### config.mk
export PLATFORM = sky130hd
export DESIGN_NAME = fifo_stream_reader
export DESIGN_NICKNAME = d
export VERILOG_FILES = /design/src/rtl/fifo_stream_reader.sv
export SDC_FILE = /design/constraint.sdc
export NUM_CORES = 1
export LEC_CHECK = 0
export BUFFER_PORTS_ARGS = -buffer_cell sky130_fd_sc_hd__buf_2
export CAP_MARGIN = 20
export CORE_UTILIZATION = 35
export DETAILED_ROUTE_END_ITERATION = 10
export GPL_TIMING_DRIVEN = 0
export PLACE_DENSITY = 0.59
export SLEW_MARGIN = 20
export SYNTH_ARGS = -nofsm -noshare
export SYNTH_HDL_FRONTEND = slang
export SYNTH_SLANG_ARGS = --single-unit
### constraint.sdc
create_clock -name clk -period 3.04 [get_ports clk]
set_clock_uncertainty 0.2 [all_clocks]
set_input_delay 0.152 -clock clk [delete_from_list [all_inputs] [get_ports clk]]
set_output_delay 0.152 -clock clk [all_outputs]
set_load 0.02 [all_outputs]
### src/rtl/fifo_stream_reader.sv
// Drains the video FIFO head into a one-entry AXI4-Stream register, tagging start-of-frame and end-of-line from latched frame dimensions.
// One cycle from fifo_rd to m_tvalid; while m_tvalid & ~m_tready the register holds and no pop is issued.
module fifo_stream_reader #(
    parameter int W  = 10,
    parameter int CW = 12
) (
    input  logic          clk,
    input  logic          rst_n,
    input  logic          enable,
    input  logic [CW-1:0] h_size,
    input  logic [CW-1:0] v_size,
    output logic          fifo_rd,
    input  logic [W-1:0]  fifo_rddata,
    input  logic          fifo_empty,
    output logic          m_tvalid,
    input  logic          m_tready,
    output logic [W-1:0]  m_tdata,
    output logic          m_tuser,
    output logic          m_tlast,
    output logic          busy,
    output logic          frame_done
);

    typedef enum logic [1:0] {
        S_IDLE   = 2'd0,
        S_ACTIVE = 2'd1,
        S_FLUSH  = 2'd2
    } state_t;

    localparam logic [CW-1:0] ONE = CW'(1);

    state_t        state_q, state_d;
    logic [CW-1:0] h_lat_q, h_lat_d;
    logic [CW-1:0] v_lat_q, v_lat_d;
    logic [CW-1:0] x_cnt_q, x_cnt_d;
    logic [CW-1:0] y_cnt_q, y_cnt_d;
    logic          tvalid_q, tvalid_d;
    logic [W-1:0]  tdata_q, tdata_d;
    logic          tuser_q, tuser_d;
    logic          tlast_q, tlast_d;
    logic          done_q, done_d;

    logic start;
    logic load;
    logic hs;
    logic x_end;
    logic y_end;
    logic last_beat;

    // Sizes are checked live only at frame start; inside a frame only the latched copies matter.
    assign hs        = tvalid_q & m_tready;
    assign start     = (state_q == S_IDLE) & enable & (h_size != '0) & (v_size != '0);
    assign load      = (state_q == S_ACTIVE) & ~fifo_empty & (~tvalid_q | m_tready);
    assign x_end     = (x_cnt_q == h_lat_q - ONE);
    assign y_end     = (y_cnt_q == v_lat_q - ONE);
    assign last_beat = load & x_end & y_end;

    always_ff @(posedge clk or negedge rst_n) begin
        if (!rst_n) begin
            state_q  <= S_IDLE;
            h_lat_q  <= '0;
            v_lat_q  <= '0;
            x_cnt_q  <= '0;
            y_cnt_q  <= '0;
            tvalid_q <= 1'b0;
            tdata_q  <= '0;
            tuser_q  <= 1'b0;
            tlast_q  <= 1'b0;
            done_q   <= 1'b0;
        end else begin
            state_q  <= state_d;
            h_lat_q  <= h_lat_d;
            v_lat_q  <= v_lat_d;
            x_cnt_q  <= x_cnt_d;
            y_cnt_q  <= y_cnt_d;
            tvalid_q <= tvalid_d;
            tdata_q  <= tdata_d;
            tuser_q  <= tuser_d;
            tlast_q  <= tlast_d;
            done_q   <= done_d;
        end
    end

    always_comb begin : next_state
        state_d = state_q;
        unique case (state_q)
            S_IDLE:   if (start)     state_d = S_ACTIVE;
            S_ACTIVE: if (last_beat) state_d = S_FLUSH;
            S_FLUSH:  if (hs)        state_d = S_IDLE;
            default:                 state_d = S_IDLE;
        endcase
    end

    always_comb begin : datapath
        h_lat_d  = h_lat_q;
        v_lat_d  = v_lat_q;
        x_cnt_d  = x_cnt_q;
        y_cnt_d  = y_cnt_q;
        tvalid_d = tvalid_q;
        tdata_d  = tdata_q;
        tuser_d  = tuser_q;
        tlast_d  = tlast_q;
        done_d   = (state_q == S_FLUSH) & hs;

        if (start) begin
            h_lat_d = h_size;
            v_lat_d = v_size;
            x_cnt_d = '0;
            y_cnt_d = '0;
        end

        // A load may coincide with the handshake of the previous beat: the register is simply overwritten.
        if (load) begin
            tvalid_d = 1'b1;
            tdata_d  = fifo_rddata;
            tuser_d  = (x_cnt_q == '0) & (y_cnt_q == '0);
            tlast_d  = x_end;
            if (x_end) begin
                x_cnt_d = '0;
                y_cnt_d = y_end ? '0 : y_cnt_q + ONE;
            end else begin
                x_cnt_d = x_cnt_q + ONE;
            end
        end else if (hs) begin
            tvalid_d = 1'b0;
        end
    end

    always_comb begin : outputs
        fifo_rd    = load;
        busy       = (state_q != S_IDLE);
        m_tvalid   = tvalid_q;
        m_tdata    = tdata_q;
        m_tuser    = tuser_q;
        m_tlast    = tlast_q;
        frame_done = done_q;
    end

endmodule

== After elaboration in Yosys (flattened, before gate mapping) ==
Cells that the tools add are included.

* $add $sub $neg: 4
* Eq/ne operators: 7
* Multiplexer cells: 13
* Bitwise gates (word level): 13
* Reduce and logical (&&, ||, !) cells: 9

{| class="wikitable"
|+ Operators by type and width
! operator !! number
|-
| 12-bit two-way mux || 7
|-
| 12-bit by 1-bit adder with 12-bit output, second input constant || 2
|-
| 12-bit == test || 2
|-
| 12-bit logical NOT || 2
|-
| 12-bit nonzero test || 2
|-
| 12-bit by 1-bit subtractor with 12-bit output, second input constant || 2
|-
| 1-bit AND || 10
|-
| 2-bit two-way mux || 3
|-
| 2-bit inequality test, second input constant || 3
|-
| 2-bit case mux with 3 select lines || 1
|-
| 2-bit nonzero test || 3
|-
| 3-bit AND reduction || 1
|-
| 2-bit by 1-bit == test with 1-bit output, second input constant || 1
|-
| 2-bit == test, second input constant || 1
|-
| 2-bit logical NOT || 1
|-
| 1-bit two-way mux || 2
|-
| 1-bit inverter || 2
|-
| 1-bit OR || 1
|}

* Bits in registers: 64
* Bits of input ports: 39
* Output and inout port bits: 16
* Word-level logic and storage cells: 56

== Depth between registers and ports, before layout ==
Gate-level depths: netlist of run 1.

* Depth in word-level cells: 7
* Depth in mapped cells: 10
* Gate-level depth less buffers: 9

== Least setup slack after synthesis of run 1 ==
OpenSTA, ideal clock, no wires.

* Path type: register to register
* Start: reg v_lat_q[0]
* End: reg y_cnt_q[9]
* Library setup time: 0.124 ns
* Data arrival time: 2.481 ns
* Data required time: 2.716 ns
* Setup slack: 0.235 ns
* Cell stages (with the launch flop): 11
* Buffers on the path: 1
* Period minus slack after synthesis: 2.805 ns
* Cell sequence: dfrtp_1 inv_1 ha_1 nor4b_4 o21bai_1 a211oi_1 nand4_1 o311ai_4 buf_2 nor2_1 a211o_1

* Cells in the longest elaborated chain, start to end: 5

{| class="wikitable"
|+ RTL lines
! element !! RTL line !! RTL
|-
| start, declared || 34 || <nowiki>logic [CW-1:0] v_lat_q, v_lat_d;</nowiki>
|-
| start signal, assigned || 73 || <nowiki>v_lat_q <= v_lat_d;</nowiki>
|-
| 12-bit by 1-bit subtractor with 12-bit output || 55 || <nowiki>assign y_end = (y_cnt_q == v_lat_q - ONE);</nowiki>
|-
| 12-bit == test || 55 ||
|-
| 12-bit two-way mux || 120 || <nowiki>y_cnt_d = y_end ? '0 : y_cnt_q + ONE;</nowiki>
|-
| 12-bit two-way mux || 118 || <nowiki>if (x_end) begin</nowiki>
|-
| 12-bit two-way mux || 113 || <nowiki>if (load) begin</nowiki>
|-
| named net y_cnt_d[9] || 36 || <nowiki>logic [CW-1:0] y_cnt_q, y_cnt_d;</nowiki>
|-
| end signal, assigned || 75 || <nowiki>y_cnt_q <= y_cnt_d;</nowiki>
|-
| end, declared || 36 ||
|}

The timed path passes the listed nets, and every way through them passes these cells.
A chain may end at the register's enable or synchronous reset.

== Worst setup path after layout of run 1 ==
* Start: reg v_lat_q[0]
* End: reg y_cnt_q[8]

Same word-level chain as after synthesis.

==> results.yml, run 1 <==
status:
  status: "finished, final reports clean"
logic_synthesis:
  ys_seq_elements: 64
  synthTopCellsByCount: "dfrtp_1 (64), nand2_1 (54), mux2_2 (24)"
  synth_compound_area_share_pct: 14.3
  synth-xor-area-share_pct: 6.33
  synth_fa_ha_area_share_pct: 1.94
  yosysUniqueCellTypes: 62
  synth-edff-count: 0
  synth-seq-area-share_pct: 41.3
  synthSimpleGateAreaFrac_pct: 25.7
  ys_warn_count: 0
  postSynthNetCount: 449
  synth_area_leader_cell: "dfrtp_1"
  synthCells: 404
  yosysMostFrequentCell: "dfrtp_1"
  yosys.area.top_type_share_pct: 41.3
  synth_area_um2: 3880
  yosys-top-cells-area: "dfrtp_1 (41%), mux2_2 (7.0%), nand2_1 (5.2%)"
  synth_top_family_by_area: "simple AND/OR/NAND/NOR gates"
  synth_mux_area_share_pct: 6.97
  avgSynthCellArea_um2: 9.59
  ys.flop_type: "dfrtp_1"
  synthArstFlopShare_pct: 100
detailed_routing:
  drt_pass1_iterations: 4
  vias: 3415
  viasPerCell: 5.21
  wirelength_um: 10100
  first_iter_violations: 178
  drt-wirelength-per-cell_um: 15.5
  drc: 0
  antenna_left: 0
global_routing:
  antenna_found_initial: 0
  grt_overflow: 0
  grt_usage_pct: 18.8
  grt_first_pass_wirelength_um: 16600
  first_global_vias: 3400
  grt_max_degree: 41
pwr:
  sequentialPowerShare_pct: 46.0
  clkPwrFrac_pct: 39.1
  p_int_uw: 1510
  switching_power_uw: 574
  p_comb_share_pct: 14.8
  ir_drop_mv: 0.236
  leakage_uw: 0.00245
  power_density_nw_per_um2: 416
  p_sw_share_pct: 27.6
job:
  cap_violations: 0
sta:
  finalHoldViolCount: 0
  fmax_mhz: 344
  finalCritPeriodShare_pct: 95.7
  worst_slack_ns: 0.130
  finalSetupViolations: 0
  worst_pin_slew_ns: 0.616
  rsz0062_at_grt: "false"
  relSlewSlack_pct: 59.0
  fin_crit_ns: 2.91
  holdWs_ns: 0.0439
  slew_viol_final: 0
worst_setup_path:
  worst-r2r-cell-count: 11
  reg2reg_to: "y_cnt_q[8]"
  path_cells: "inv_1 > ha_4 > nor4b_4 > buf_4 > nand2_1 > nor4b_2 > a311oi_1 > o311ai_4 > buf_6 > nor3b_1 > a211o_1"
  cpPeakStageDelay_ns: 0.46
  start_kind: "register"
  critical_path_class: "register to register"
  cp_slowest_cell: "dfrtp_2"
  cp_top_family: "compound AO/OA/AOI/OAI gates"
  cp.required_ns: 3.07
  reg2reg_slack_ns: 0.13
  r2r_start: "v_lat_q[0]"
  crit_fanout: 9
  end_kind: "register"
  arrival_ns: 2.94
  cp.buffers_inverters: 3
final_layout:
  areaGrowthSynthToFinish_pct: 29.2
  diodes: 0
  layout-drive-gt1-share_pct: 24.1
  stdcell_area_um2: 5010
  layout.nets: 555
worst_hold_path:
  hp-class: "input pin to async pin"
placement:
  placed_area_um2: 4340
  dpl.hpwl_um: 7150
  portBuffers: 54
  pre_cts_ws_ns: -0.290
  place_congestion: 0.883
cts:
  cts_max_level: 3
  clock_tree.root_cell: "clkbuf_8"
  clock_latency_ns: 0.35
  clkSinkCount: 64
  clkTransAtPathRegs_ns: 0.07
  numCtsBuffers: 9
  clockBufferDepth: 2
  cts_tree: "built"
die:
  die_w_um: 107
  initial_core_util_pct: 35.9
  ioPinCount: 55
  core_area_um2: 10800
  fp.dieH_um: 107
  num_rows: 38
  die-area_um2: 11500
## area by class of cell
cell class              instances  area, µm²
fillers                       986       5790
clock inverters                 5       81.3
repair buffers                 95        692
well taps                     140        175
flip-flops and latches         64       1600
clock buffers                  11        131
multi-input cells             308       2180
inverters                      14       52.6
plain buffers                  18       88.8
## flip-flops by register name, summed over array words and instances, names as in the netlist, 2 cells and up
name and cells:
v_lat_q 12, state_q 2, m_tdata 10, y_cnt_q 12, h_lat_q 12, x_cnt_q 12
## worst max-delay path by stage
| stage | from | end | slack, ns | cells past startpoint |
|---|---|---|---|---|
| 3_3_place_gp | v_lat_q[0] | y_cnt_q[9] | -0.29 | 10 |
| 3_5_place_dp | v_lat_q[0] | y_cnt_q[9] | -0.29 | 10 |
| 6_report | v_lat_q[0] | y_cnt_q[8] | 0.13 | 11 |
| 5_1_grt | h_lat_q[3] | y_cnt_q[8] | 0.0002 | 9 |
| 4_1_cts | v_lat_q[0] | y_cnt_q[9] | 0.03 | 10 |
| 2_1_floorplan | v_lat_q[0] | y_cnt_q[9] | 0.23 | 10 |
## power by group through the flow
stage	Combinational, µW	Sequential (µW)	Clock [µW]
6_report	309	959	815
5_1_grt	348	967	874
4_1_cts	310	958	837
3_5_place_dp	272	974	0
3_3_place_gp	260	973	0
2_1_floorplan	144	979	0
## repair_timing
item	in CTS	in global routing
hold buffers	38	0
setup buffers	1	1
gates resized for setup	2	12
endpoints found under the hold margin	101	0
setup endpoints to repair	13	26
pin swaps	1	4
## per-stage QoR
stage	TNS, ns	total power, µW	instances	utilization [%]
2_1_floorplan	0	1120	404	-
3_3_place_gp	-1.73	1230	598	40.0
3_5_place_dp	-1.81	1250	599	40.3
4_1_cts	0	2110	654	45.9
5_1_grt	0	2190	655	46.4
6_report	0	2080	655	46.4
## worst reg2reg max path: stages, from the launching register on
cell and delay (ns):
dfrtp_2 0.46, inv_1 0.11, ha_4 0.20, nor4b_4 0.28
buf_4 0.18, nand2_1 0.06, nor4b_2 0.23, a311oi_1 0.12
o311ai_4 0.41, buf_6 0.19, nor3b_1 0.05, a211o_1 0.29
## cells in the final DEF, fill, tap and decap left out, types with 3 or more instances in the layout
master / n
inv_1: 14
a211o_1: 8
clkbuf_1: 12
nor3_1: 8
mux2_2: 24
nand3_1: 13
dlygate4sd3_1: 38
nor2b_1: 3
nand2_1: 54
nor4_1: 12
dfrtp_1: 62
o21ai_0: 17
buf_2: 57
nand4_1: 6
nor3b_1: 12
nor2_1: 17
o211ai_1: 3
clkbuf_8: 9
and3_1: 11
nand2b_1: 9
a21oi_1: 8
ha_1: 5
o22ai_1: 4
a21o_1: 10
xnor2_1: 18
xor2_1: 10
buf_6: 3
or3_1: 5
## routing by layer
metal | global-route usage [%] | vias to the layer above | share of wire, %
met5 | 0 | - | 0
met3 | 3.71 | 20 | 2.7
met2 | 30.4 | 59 | 47
met4 | 7.83 | 0 | 2.2
met1 | 24.4 | 1655 | 48
li1 | - | 1681 | -
## logic make-up (layout without fill, tap and decap cells)
logic type | after synthesis | in the layout
simple gates | 175 | 175
compound gates | 75 | 75
flops | 64 | 64
buf+inv | 32 | 143
xor+xnor | 28 | 28
mux | 24 | 24
fa+ha+maj | 6 | 6
Note: power is estimated with default switching activity, not from simulation.
==> inputs of run 2 (changes only) <==
--- a/config.mk
+++ b/config.mk
@@ -5,12 +5,13 @@
 export SDC_FILE = /design/constraint.sdc
 export NUM_CORES = 1
 export LEC_CHECK = 0
-export BUFFER_PORTS_ARGS = -buffer_cell sky130_fd_sc_hd__buf_2
 export CAP_MARGIN = 20
 export CORE_UTILIZATION = 35
+export CTS_CLUSTER_SIZE = 40
 export DETAILED_ROUTE_END_ITERATION = 10
+export DONT_BUFFER_PORTS = 1
 export GPL_TIMING_DRIVEN = 0
-export PLACE_DENSITY = 0.59
+export PLACE_DENSITY = 0.55
 export SLEW_MARGIN = 20
 export SYNTH_ARGS = -nofsm -noshare
 export SYNTH_HDL_FRONTEND = slang
==> results.yml, run 2 (synthesis gave the netlist of run 1 again) <==
global_routing:
  antenna_found_initial: 0
  grt_usage_pct: 17.9
  met3_usage_pct: 4.07
  grt.met1_usage_pct: 23.8
  met2_usage_pct: 28.8
  grt_max_degree: 65
  grt_overflow: 0
  grt_first_pass_wirelength_um: 15900
  top_usage_layer: "met2"
  first_global_vias: 3226
pwr:
  power_density_nw_per_um2: 419
  p_int_uw: 1420
  p_sw_share_pct: 28.4
  p_comb_share_pct: 12.0
  sequentialPowerShare_pct: 49.8
  leakage_uw: 0.00222
  clkPwrFrac_pct: 38.2
  ir_drop_mv: 0.240
  switching_power_uw: 562
placement:
  portBuffers: 0
  dpl.hpwl_um: 6800
  placed_area_um2: 4050
  place_congestion: 0.883
die:
  die-area_um2: 11500
  num_rows: 38
  core_area_um2: 10800
  initial_core_util_pct: 35.9
  fp.dieH_um: 107
  die_w_um: 107
  ioPinCount: 55
final_layout:
  layout.nets: 502
  layout_commonest_cell: "dfrtp_1"
  layout-drive-gt1-share_pct: 14.7
  areaGrowthSynthToFinish_pct: 21.9
  final_cell_mix: "dfrtp_1 (63), nand2_1 (54), dlygate4sd3_1 (39), mux2_2 (24), xnor2_1 (18)"
  stdcell_area_um2: 4720
  finish.utilization_pct: 43.8
  diodes: 0
worst_setup_path:
  end_kind: "register"
  worst-r2r-cell-count: 10
  cp.required_ns: 3.07
  path_cells: "inv_1 > ha_1 > xnor2_1 > nor2_1 > o2111ai_1 > nor4_2 > nand4_4 > and2_4 > buf_6 > a211o_1"
  r2r_start: "h_lat_q[0]"
  arrival_ns: 2.92
  reg2reg_slack_ns: 0.15
  reg2reg_to: "y_cnt_q[10]"
  crit_fanout: 10
  critical_path_class: "register to register"
  cpPeakStageDelay_ns: 0.48
  cp_slowest_cell: "dfrtp_1"
  worstSetupStartpoint: "h_lat_q[0]"
  start_kind: "register"
cts:
  clkTransAtPathRegs_ns: 0.07
  clock_tree.root_cell: "clkbuf_8"
  clockBufferDepth: 2
  clkSinkCount: 64
  clock_latency_ns: 0.35
  cts_max_level: 3
  cts_tree: "built"
  numCtsBuffers: 9
sta:
  finalHoldViolCount: 0
  rsz0062_at_grt: "false"
  finalSetupViolations: 0
  slew_viol_final: 0
  relSlewSlack_pct: 55.3
  fin_crit_ns: 2.89
  finalCritPeriodShare_pct: 95.1
  worst_pin_slew_ns: 0.670
  fmax_mhz: 346
detailed_routing:
  antenna_left: 0
  first_iter_violations: 129
  drt-wirelength-per-cell_um: 16.2
  drc: 0
  wirelength_um: 9740
  viasPerCell: 5.34
  vias: 3212
  drt_pass1_iterations: 4
worst_hold_path:
  hold-path-cell-count: 3
  hold_start: "fifo_empty"
  hp-class: "input pin to register"
  hold-path-endpoint: "m_tuser"
job:
  cap_violations: 0
status:
  status: "finished, final reports clean"
[run 2: layout make-up]
| class | instances | area (µm²) |
|---|---|---|
| fill | 1056 | 6070 |
| multi-input combinational | 308 | 2170 |
| clock inverter | 5 | 56.3 |
| sequential | 64 | 1600 |
| timing repair buffer | 42 | 437 |
| tap | 140 | 175 |
| buffer | 18 | 87.6 |
| inverter | 14 | 52.6 |
| clock buffer | 11 | 141 |
[run 2: worst max-delay path by stage]
| stage | cells after the start | endpoint | slack [ns] |
|---|---|---|---|
| 4_1_cts | 10 | y_cnt_q[3] | 0.01 |
| 5_1_grt | 9 | y_cnt_q[5] | 0.003 |
| 3_3_place_gp | 10 | y_cnt_q[9] | -0.29 |
| 2_1_floorplan | 10 | y_cnt_q[9] | 0.23 |
| 3_5_place_dp | 10 | y_cnt_q[3] | -0.33 |
| 6_report | 10 | y_cnt_q[10] | 0.15 |
[run 2: metal layers]
metal,up-vias,wire length [µm]
met5,-,0
met4,0,118
met3,14,447
met2,63,4600
met1,1570,4570
li1,1565,-
[run 2: power by group through the flow]
stage                     sequential [µW]  clock (µW)  combinational, µW
final                                 987         756                238
after global routing                  995         814                267
after CTS                             987         781                240
after detailed placement             1000           0                176
after global placement               1000           0                172
after floorplan                       979           0                144
[run 2: stage by stage]
stage	setup WS, ns	power [µW]	hold slack, ns	cells	setup TNS (ns)
2_1_floorplan	0.235	1120	-0.344	404	0
4_1_cts	0.0137	2010	0.0492	601	0
3_3_place_gp	-0.290	1170	-0.341	544	-1.80
5_1_grt	0.00326	2080	0.0755	602	0
6_report	0.150	1980	0.0396	602	0
3_5_place_dp	-0.330	1180	-0.341	544	-2.32
[run 2: critical path: cells and delay by family, from the launching register on]
family	cells	cell delay, ns
DFF	1	0.48
xor gates and xnor gates	1	0.13
and+or+nand+nor	4	0.91
buffers and inverters	2	0.21
adders and majority gates	1	0.31
AOI/OAI and AO/OA	2	0.53
[run 2: what timing repair did]
item / in CTS / in global routing
hold buffers: 40 / 0
pin swaps: 1 / 3
setup buffers: 1 / 1
setup endpoints to repair: 12 / 23
endpoints found under the hold margin: 102 / 0
resized for setup: 1 / 9
==> inputs of run 3 (changes only) <==
--- a/config.mk
+++ b/config.mk
@@ -7,11 +7,13 @@
 export LEC_CHECK = 0
 export CAP_MARGIN = 20
 export CORE_UTILIZATION = 35
+export CTS_BUF_LIST = sky130_fd_sc_hd__clkbuf_16
 export CTS_CLUSTER_SIZE = 40
 export DETAILED_ROUTE_END_ITERATION = 10
 export DONT_BUFFER_PORTS = 1
 export GPL_TIMING_DRIVEN = 0
 export PLACE_DENSITY = 0.55
+export REMOVE_ABC_BUFFERS = 1
 export SLEW_MARGIN = 20
 export SYNTH_ARGS = -nofsm -noshare
 export SYNTH_HDL_FRONTEND = slang
==> results.yml, run 3 (synthesis gave the netlist of run 1 again) <==
worst_setup_path:
  crit_fanout: 11
  cp_slowest_cell: "dfrtp_1"
  path_cells: "nor4_4 > nand2_1 > a211o_1 > a31oi_4 > nand4_4 > and2_4 > a211o_1"
  endpoint: "y_cnt_q[8]"
  cp.buffers_inverters: 0
  reg2reg_slack_ns: 0.17
  cp_top_family: "simple AND/OR/NAND/NOR gates"
  start_kind: "register"
  cpMostUsedCell: "a211o_1"
  reg2reg_to: "y_cnt_q[8]"
  end_kind: "register"
  cpPeakStageDelay_ns: 0.49
  arrival_ns: 2.89
  worst-r2r-cell-count: 7
  worstSetupStartpoint: "h_lat_q[3]"
  r2r_start: "h_lat_q[3]"
  cp.required_ns: 3.06
  cp.depth: 7
  critical_path_class: "register to register"
final_layout:
  layout.nets: 491
  layout_commonest_cell: "dfrtp_1"
  areaGrowthSynthToFinish_pct: 23.5
  final_cell_mix: "dfrtp_1 (64), nand2_1 (53), dlygate4sd3_1 (38), mux2_2 (24), xnor2_1 (18)"
  n_fill_cell: 1035
  finish.utilization_pct: 44.4
  diodes: 0
  layout-drive-gt1-share_pct: 14.9
detailed_routing:
  drt-wirelength-per-cell_um: 16.0
  viasPerCell: 5.32
  drt_pass1_iterations: 4
  drc: 0
  antenna_left: 0
  wirelength_um: 9480
  vias: 3147
  first_iter_violations: 132
global_routing:
  first_global_vias: 3127
  met3_usage_pct: 4.56
  grt_overflow: 0
  grt_first_pass_wirelength_um: 15300
  grt_usage_pct: 17.4
  grt_max_degree: 65
  met2_usage_pct: 29.5
  grt.met1_usage_pct: 21.5
  top_usage_layer: "met2"
  antenna_found_initial: 0
sta:
  rsz0062_at_grt: "false"
  fin_crit_ns: 2.87
  relSlewSlack_pct: 62.4
  fmax_mhz: 348
  finalCritPeriodShare_pct: 94.5
  worst_slack_ns: 0.166
  slew_viol_final: 0
  finalSetupViolations: 0
  worst_pin_slew_ns: 0.563
  finalHoldViolCount: 0
worst_hold_path:
  hp-class: "input pin to register"
die:
  ioPinCount: 55
  die-area_um2: 11500
  initial_core_util_pct: 35.9
  fp.dieH_um: 107
  die_w_um: 107
  num_rows: 38
  core_area_um2: 10800
pwr:
  ir_drop_mv: 0.343
  leakage_uw: 0.00226
  power_density_nw_per_um2: 441
cts:
  numCtsBuffers: 9
  clockBufferDepth: 2
  clkTransAtPathRegs_ns: 0.05
  cts_tree: "built"
  clock_tree.root_cell: "clkbuf_16"
  cts_max_level: 3
  clkSinkCount: 64
  clock_latency_ns: 0.33
placement:
  place_congestion: 0.845
  dpl.hpwl_um: 6320
  portBuffers: 0
  pre_cts_ws_ns: -0.220
job:
  cap_violations: 0
status:
  status: "finished, final reports clean"
run 3: worst min path at each step:
stage	to	cells past startpoint	startpoint
floorplan	frame_done	0	rst_n
global placement	h_lat_q[0]	0	rst_n
detailed placement	h_lat_q[0]	0	rst_n
CTS	m_tdata[5]	4	fifo_empty
global route	m_tdata[4]	4	fifo_empty
finish	m_tuser	3	fifo_empty
run 3: cell type report:
type | count | area [µm²] | share of cell area (%)
timing repair inverter | 1 | 5.00 | 0.105
tap | 140 | 175 | 3.66
timing repair buffer | 46 | 484 | 10.1
multi-input combinational | 310 | 2210 | 46.2
clock inverter | 7 | 30.0 | 0.627
sequential | 64 | 1600 | 33.4
inverter | 14 | 56.3 | 1.18
clock buffer | 9 | 225 | 4.70
run 3: worst reg2reg max path: stages, from the launching register on:
cell and delay, ns:
dfrtp_1 0.49, nor4_4 0.47, nand2_1 0.16, a211o_1 0.29, a31oi_4 0.40, nand4_4 0.19, and2_4 0.25, a211o_1 0.31
run 3: power breakdown:
part | internal [µW] | switching (µW)
registers | 901 | 89.4
clock network | 534 | 354
logic | 118 | 113
run 3: routing by layer:
| layer | vias to the layer above | wire length (µm) |
|---|---|---|
| met2 | 58 | 4750 |
| met5 | - | 0 |
| met4 | 0 | 83 |
| met1 | 1535 | 4310 |
| li1 | 1547 | - |
| met3 | 7 | 333 |
run 3: timing repair:
action | CTS | global route
setup buffers | 2 | 3
endpoints found under the setup margin | 12 | 21
hold buffers | 39 | 0
resized for setup | 4 | 5
endpoints found under the hold margin | 101 | 0
gates cloned | 2 | 1
pin swaps | 1 | 5
run 3: per-stage QoR:
| stage | power (µW) | cells | setup TNS, ns | hold WS (ns) | area, µm² |
|---|---|---|---|---|---|
| after detailed placement | 1170 | 528 | -2.05 | -0.340 | 4000 |
| after global placement | 1160 | 526 | -2.62 | -0.340 | 3970 |
| final | 2110 | 591 | 0 | 0.0680 | 4790 |
| after floorplan | 1120 | 386 | 0 | -0.344 | 3790 |
| after global routing | 2210 | 591 | 0 | 0.0999 | 4790 |
| after CTS | 2140 | 587 | 0 | 0.172 | 4730 |
